**config.mk**
```make
export PLATFORM = sky130hd
export DESIGN_NAME = mem_arbiter
export DESIGN_NICKNAME = d
export VERILOG_FILES = /design/src/rtl/mem_arbiter.sv
export SDC_FILE = /design/constraint.sdc
export NUM_CORES = 1
export LEC_CHECK = 0
export CORE_AREA = 3 3 140 142
export DETAILED_ROUTE_END_ITERATION = 10
export DIE_AREA = 0 0 143 145
export DONT_BUFFER_PORTS = 1
export GPL_TIMING_DRIVEN = 0
export PLACE_DENSITY = 0.3
export SKIP_LAST_GASP = 1
export SLEW_MARGIN = 40
export SYNTH_ARGS = -nofsm -noshare
export SYNTH_HDL_FRONTEND = slang
export SYNTH_SLANG_ARGS = --single-unit
```
**constraint.sdc**
```tcl
create_clock -name clk -period 2.2 [get_ports clk]
set_clock_uncertainty 0.05 [all_clocks]
set_input_delay 0.22 -clock clk [delete_from_list [all_inputs] [get_ports clk]]
set_output_delay 0.22 -clock clk [all_outputs]
set_load 0.02 [all_outputs]
```
**src/rtl/mem_arbiter.sv**
```systemverilog
// mem_arbiter: single-port RAM arbiter for the loader (L), data (D) and
// instruction (I) ports. L has absolute priority and can lock out the core.
// D and I share the remaining slots round-robin. Grants are combinational,
// and responses come back exactly one cycle after the grant.
module mem_arbiter #(
  parameter logic [31:0] BOOT_ADDRESS = 32'h0000_0000,
  parameter int          MEM_SIZE     = 16384,
  parameter int          AW           = $clog2(MEM_SIZE / 4)
) (
  input  logic          clk,
  input  logic          rst_n,

  // instruction port (read only)
  input  logic          i_req_i,
  input  logic [31:0]   i_addr_i,
  output logic          i_gnt_o,
  output logic          i_rvalid_o,
  output logic [31:0]   i_rdata_o,
  output logic          i_err_o,

  // data port
  input  logic          d_req_i,
  input  logic [31:0]   d_addr_i,
  input  logic          d_we_i,
  input  logic [3:0]    d_be_i,
  input  logic [31:0]   d_wdata_i,
  output logic          d_gnt_o,
  output logic          d_rvalid_o,
  output logic [31:0]   d_rdata_o,
  output logic          d_err_o,

  // boot-loader port
  input  logic          l_req_i,
  input  logic [31:0]   l_addr_i,
  input  logic          l_we_i,
  input  logic [3:0]    l_be_i,
  input  logic [31:0]   l_wdata_i,
  input  logic          l_lock_i,
  output logic          l_gnt_o,
  output logic          l_rvalid_o,
  output logic [31:0]   l_rdata_o,
  output logic          l_err_o,

  // RAM side
  output logic          mem_en_o,
  output logic [3:0]    mem_we_o,
  output logic [AW-1:0] mem_addr_o,
  output logic [31:0]   mem_wdata_o,
  input  logic [31:0]   mem_rdata_i
);

  // Upper bound of the window as a 32-bit quantity so the range compare is
  // done unsigned at full address width.
  localparam logic [31:0] MEM_LIMIT = 32'(MEM_SIZE);

  typedef enum logic [1:0] {
    OWN_NONE = 2'd0,
    OWN_I    = 2'd1,
    OWN_D    = 2'd2,
    OWN_L    = 2'd3
  } owner_t;

  // Arbitration state and response stage
  logic   last_owner_d;   // 1: D held the last core grant, 0: I did
  owner_t winner;
  owner_t resp_owner;
  logic   resp_err;
  logic   resp_read;

  // Offsets into the RAM window; subtraction wraps, so addresses below the
  // base land far above MEM_LIMIT and are caught by the same compare.
  logic [31:0] i_off;
  logic [31:0] d_off;
  logic [31:0] l_off;

  assign i_off = i_addr_i - BOOT_ADDRESS;
  assign d_off = d_addr_i - BOOT_ADDRESS;
  assign l_off = l_addr_i - BOOT_ADDRESS;

  // Payload of the winning requester
  logic        sel_in_range;
  logic        sel_we;
  logic [3:0]  sel_be;
  logic [31:0] sel_off;
  logic [31:0] sel_wdata;
  logic        granted;
  logic        access;

  // Winner selection: L first, then D/I round-robin unless locked out.
  // Grants are suppressed while reset is held so every output reads 0.
  always_comb begin
    winner = OWN_NONE;
    if (!rst_n) begin
      winner = OWN_NONE;
    end else if (l_req_i) begin
      winner = OWN_L;
    end else if (!l_lock_i) begin
      if (d_req_i && i_req_i) begin
        winner = last_owner_d ? OWN_I : OWN_D;
      end else if (d_req_i) begin
        winner = OWN_D;
      end else if (i_req_i) begin
        winner = OWN_I;
      end
    end
  end

  assign l_gnt_o = (winner == OWN_L);
  assign d_gnt_o = (winner == OWN_D);
  assign i_gnt_o = (winner == OWN_I);
  assign granted = (winner != OWN_NONE);

  // Route the winner's address and write payload toward the RAM.
  always_comb begin
    sel_off   = 32'd0;
    sel_we    = 1'b0;
    sel_be    = 4'b0000;
    sel_wdata = 32'd0;
    case (winner)
      OWN_L: begin
        sel_off   = l_off;
        sel_we    = l_we_i;
        sel_be    = l_be_i;
        sel_wdata = l_wdata_i;
      end
      OWN_D: begin
        sel_off   = d_off;
        sel_we    = d_we_i;
        sel_be    = d_be_i;
        sel_wdata = d_wdata_i;
      end
      OWN_I: begin
        // the instruction port is read only
        sel_off   = i_off;
        sel_we    = 1'b0;
        sel_be    = 4'b0000;
        sel_wdata = 32'd0;
      end
      default: begin
        sel_off   = 32'd0;
        sel_we    = 1'b0;
        sel_be    = 4'b0000;
        sel_wdata = 32'd0;
      end
    endcase
  end

  assign sel_in_range = (sel_off < MEM_LIMIT);
  assign access       = granted && sel_in_range;

  // Drive the RAM only for granted in-range accesses; out-of-range ones
  // leave it idle and complete with an error response instead.
  always_comb begin
    mem_en_o    = 1'b0;
    mem_we_o    = 4'b0000;
    mem_addr_o  = '0;
    mem_wdata_o = 32'd0;
    if (access) begin
      mem_en_o    = 1'b1;
      mem_we_o    = sel_we ? sel_be : 4'b0000;
      mem_addr_o  = sel_off[AW+1:2];
      mem_wdata_o = sel_wdata;
    end
  end

  // Offset bits below the word index and above the window are ignored by
  // the RAM address; fold them here so they are visibly consumed.
  logic unused_off_bits;
  assign unused_off_bits = ^sel_off;

  // Round-robin pointer: remembers which core port was served last.
  always_ff @(posedge clk or negedge rst_n) begin
    if (!rst_n) begin
      last_owner_d <= 1'b0;
    end else if (winner == OWN_D) begin
      last_owner_d <= 1'b1;
    end else if (winner == OWN_I) begin
      last_owner_d <= 1'b0;
    end
  end

  // Response stage: captures who was granted and how the access completes.
  always_ff @(posedge clk or negedge rst_n) begin
    if (!rst_n) begin
      resp_owner <= OWN_NONE;
      resp_err   <= 1'b0;
      resp_read  <= 1'b0;
    end else begin
      resp_owner <= winner;
      resp_err   <= granted && !sel_in_range;
      resp_read  <= access && !sel_we;
    end
  end

  // Read data is only forwarded for in-range reads; writes and errors
  // return zero.
  logic [31:0] resp_data;
  assign resp_data = resp_read ? mem_rdata_i : 32'd0;

  assign i_rvalid_o = (resp_owner == OWN_I);
  assign d_rvalid_o = (resp_owner == OWN_D);
  assign l_rvalid_o = (resp_owner == OWN_L);

  assign i_rdata_o  = i_rvalid_o ? resp_data : 32'd0;
  assign d_rdata_o  = d_rvalid_o ? resp_data : 32'd0;
  assign l_rdata_o  = l_rvalid_o ? resp_data : 32'd0;

  assign i_err_o    = i_rvalid_o && resp_err;
  assign d_err_o    = d_rvalid_o && resp_err;
  assign l_err_o    = l_rvalid_o && resp_err;

endmodule
```
Word level (Yosys, flattened, before mapping):

Cells that the tools add are included.

* muxes and demuxes: 22
* order comparisons: 1
* eq/ne operators: 6
* reductions and logical operators: 11

Operators by type and width (count)
* $mux 32: 5
* $pmux 32 s3: 1
* $pmux 32 s2: 1
* $lt 32x15->1 const B: 1
* $mux 12: 1
* $mux 2: 6
* $eq 2x2->1 const B: 4
* $mux 4: 2
* $pmux 4 s2: 1
* $logic_and 1x1->1: 7
* $eq 2x1->1 const B: 2
* $mux 1: 4
* $reduce_bool 2->1: 2
* $logic_not 1->1: 2
* $pmux 1 s2: 1

* output and inout port bits: 154
* input bits: 208
* register bits after elaboration: 5
* word-level logic and storage cells: 44

Logic depth before layout (Yosys ltp):

* depth after elaboration: 11
* mapped depth: 11
* mapped depth without buffers: 9

Worst setup path after synthesis:

Ideal clock, no wire load.

* kind: flip-flop to output port
* start point: register last_owner_d
* end point: output port mem_we_o[0]
* data required time: 1.930 ns
* setup slack: -0.579 ns
* data arrival time: 2.509 ns
* cell stages (with the launch flop): 9
* cell sequence: dfrtp_1 > o211a_1 > o21ai_0 > inv_1 > ha_1 > nor2b_1 > o21ai_2 > o211ai_1 > nor4_1

* cells in the longest elaborated chain, start to end: 10
* elaborated cells on any way between the ends: 16

RTL lines
* from (decl): RTL line 64 `logic last_owner_d;`
* from (signal assigned): RTL line 174 `last_owner_d <= 1'b0;`
* from (signal assigned): RTL line 176 `last_owner_d <= 1'b1;`
* from (signal assigned): RTL line 178 `last_owner_d <= 1'b0;`
* $mux 2 *: RTL line 99 `winner = last_owner_d ? OWN_I : OWN_D;`
* $mux 2 *: RTL line 98 `if (d_req_i && i_req_i) begin`
* $mux 2 *: RTL line 97 `end else if (!l_lock_i) begin`
* $mux 2 *: RTL line 95 `end else if (l_req_i) begin`
* $mux 2 *: RTL line 93 `if (!rst_n) begin`
* named net winner[0]: RTL line 65 `owner_t winner;`
* $eq 2x2->1 *
* named net l_gnt_o: RTL line 39 `output logic l_gnt_o,`
* $pmux 32 s3: RTL line 119 `case (winner)`
* $lt 32x15->1: RTL line 148 `assign sel_in_range = (sel_off < MEM_LIMIT);`
* $logic_and 1x1->1: RTL line 149 `assign access = granted && sel_in_range;`
* $mux 4 *: RTL line 158 `if (access) begin`
* to (decl): RTL line 46 `output logic [3:0] mem_we_o,`

The timed path passes the listed nets; every way through them passes the cells marked *.

Worst setup path after layout:

* start point: register last_owner_d
* end point: output port mem_wdata_o[30]

* cells in the longest elaborated chain, start to end: 10
* elaborated cells on any way between the ends: 14

RTL lines
* $mux 2 *: RTL line 99
* $mux 2 *: RTL line 98
* $mux 2 *: RTL line 97
* $mux 2 *: RTL line 95
* $mux 2 *: RTL line 93
* named net winner[0]: RTL line 65
* $eq 2x2->1 *
* named net l_gnt_o: RTL line 39
* $pmux 32 s3: RTL line 119
* $lt 32x15->1: RTL line 148
* $logic_and 1x1->1: RTL line 149
* $mux 32 *: RTL line 158
* to (decl): RTL line 48 `output logic [31:0] mem_wdata_o,`

Marked as above.

==> summary.txt <==
Levels on crit path: 11
Area grow syn2layout: 82.6%
Largest delay share family, worst path: compound AO/OA/AOI/OAI gates
Number of core rows: 50
Core area: 18600 um2
EDFF count, synth: 0
Max stage delay cell, worst path: dfrtp_1
PwrDens: 405 nW/um2
Clock Sinks: 5
Setup TNS: -20.38 ns
Pre-CTS setup slack: -0.557 ns
Worst-Skew Late Latency: 0.22 ns
Critical path type: flop to primary output
Endpoints failing hold: 0
Crit path max fanout: 7
Number of vias per cell: 4.66
Async SR Flop Fraction: 100%
Synth Flop Type: dfrtp_1
Worst VDD drop: 0.000191 V
Grt ovf: 0
Max-slew violations: 0
RSZ-0062 raised after global routing: yes
GPL Wtd Cong: 0.729
Synth Register Bits: 5
Routed wire length: 12400 um
Largest net degree at the start of global routing: 11
Post-route ant nets: 0
Post-synth cell types: 25
Min Tclk post-route: 2.71 ns
CTS tree: built
Fillers: 2088
Slew HR: 62.4%
Clock transition at path regs: 0.03 ns
Final WS setup: -0.505 ns
Buf/Inv on CP: 4
Crit. End Element: primary output
Warnings from Yosys: 0
Fmax: 0.370 GHz
CTS Buf Count: 3
CP cell instances: o211a_1 -> o21ai_4 -> inv_2 -> ha_4 -> nor2b_4 -> o21ai_4 -> o2111ai_4 -> buf_12 -> buf_8 -> clkbuf_16 -> nor2_4
Initial core utilization: 9.11%
First-pass GRT wire length: 16200 um
Reg2Reg Capture Point: resp_read
1st-pass router iterations: 7
CTS H-tree lvls: 1
WL/cell: 21.4 um
GRT busiest layer: met2
Required time worst endpoint: 1.93 ns
Syn Inst Count: 317
Met2 Usage GRT: 21.6%
Most Frequent Cell on Critical Path: o21ai_4
Final setup fails: 49
Layout Nets: 558
Period utilization: 123%
Leakage: 0.885 nW
CTS Root Cell: clkbuf_16
DR vias: 2704
Die X-Extent: 143 um
Net Count, Synth: 530
Die span in y: 145 um
Area contributors post-synth: nor2_1 33%, a22oi_1 16%, dfrtp_1 7.4%
Synthesized area: 1690 um2
Storage element area: 125 um2
Max_cap viols: 0
R2R Setup Slk: 0.06 ns
Commonest cells in the netlist: 147 x nor2_1, 37 x a22oi_1, 33 x nand2_1
Slew @ Worst Pin: 0.561 ns
IO Count: 362
Antenna violations before repair: 2
Clock Tree Buf Depth: 2
Top cell type's share of synthesized area: 32.6%
Worst Hold Class: input port to asynchronous set/reset pin
DP Wirelength: 10400 um
CP peak stage delay: 0.39 ns
Arrival time at the worst endpoint: 2.44 ns
Residual DRC: 0
Area of the multi-input gates: 1980 um2
Failing checks: negative setup slack
Status: finished with violations
Sequential area share after synthesis: 7.39%
Met3 usage: 1.65%
Top-count cell post-synth: nor2_1
Buffers on Ports: 0
Met1 GRT Util: 9.77%
Overall Global Routing Usage: 10.3%
Worst reg2reg path depth: 10
Critical path launch point type: flop
Synthesized area per cell: 5.34 um2
First DRT Iteration DRCs: 235
Layout cell share with drive strength beyond 1: 36.0%
R2R Path Start: last_owner_d
Die area: 20700 um2
Post-synth top area cell: nor2_1
Number of global-route vias before repair: 2631
where the power goes:
| group | switching (mW) | leakage, nW | internal (mW) |
|---|---|---|---|
| Clock | 0.0551 | 0.0382 | 0.240 |
| Sequential | 0.0106 | 0.0644 | 0.102 |
| Combinational | 0.541 | 0.782 | 0.303 |
| Total | 0.607 | 0.885 | 0.645 |
per-layer routing:
layer | routed length (um) | share of wire [%]
met1 | 4170 | 34
met2 | 6780 | 55
met3 | 1160 | 9.4
met4 | 289 | 2.3
met5 | 0 | 0
placed cells by master, fill, tap and decap left out, types with 7 or more instances in the layout:
master / count
inv_1: 7
buf_12: 8
clkbuf_1: 16
a22oi_2: 17
nor2_1: 103
a222oi_1: 12
a22oi_1: 20
nand2_1: 33
nor4_1: 9
nor2_4: 43
buf_4: 11
timing repair:
action	4_1_cts	5_1_grt
pin swaps	32	26
endpoints found under the hold margin	5	0
cloned	3	2
hold buffers	1	0
buffers inserted	12	8
setup endpoints to repair	50	50
gates resized for setup	68	28
state kept, by name, summed over array words and instances (netlist names):
signal        cells
resp_owner        2
last_owner_d      1
resp_read         1
resp_err          1
cell families after synthesis:
kind of cell | share of synthesized area, %
adders and majority gates | 3.70
muxes | 0.665
DFF | 7.39
and+or+nand+nor | 49.3
buffers and inverters | 9.16
AOI/OAI and AO/OA | 29.8
worst max-delay path by stage:
stage | startpoint | endpoint | slack, ns
2_1_floorplan | last_owner_d | mem_wdata_o[10] | -0.004
3_3_place_gp | last_owner_d | mem_we_o[0] | -0.53
3_5_place_dp | last_owner_d | mem_we_o[0] | -0.56
4_1_cts | last_owner_d | mem_we_o[3] | -0.63
5_1_grt | last_owner_d | mem_we_o[0] | -0.59
6_report | last_owner_d | mem_wdata_o[30] | -0.51
layout make-up:
class                      count  area share, %
clock buffer                   4           2.55
timing repair buffer          25           11.2
buffer                        28           6.92
antenna                        2          0.162
multi-input combinational    272           64.0
sequential                     5           4.05
tap                          234           9.47
inverter                      10           1.62
per-stage QoR:
stage / std cells / instance area [um2] / hold slack (ns) / utilization (%) / total power, mW
floorplan: 317 / 2110 / -0.126 / - / 0.627
global placement: 551 / 2400 / -0.125 / 12.9 / 0.745
detailed placement: 551 / 2410 / -0.125 / 13.0 / 0.750
CTS: 570 / 2940 / 0.138 / 15.8 / 1.21
global route: 580 / 3090 / 0.267 / 16.6 / 1.32
finish: 580 / 3090 / 0.242 / 16.6 / 1.25
Note: power is estimated with default switching activity, not from simulation.
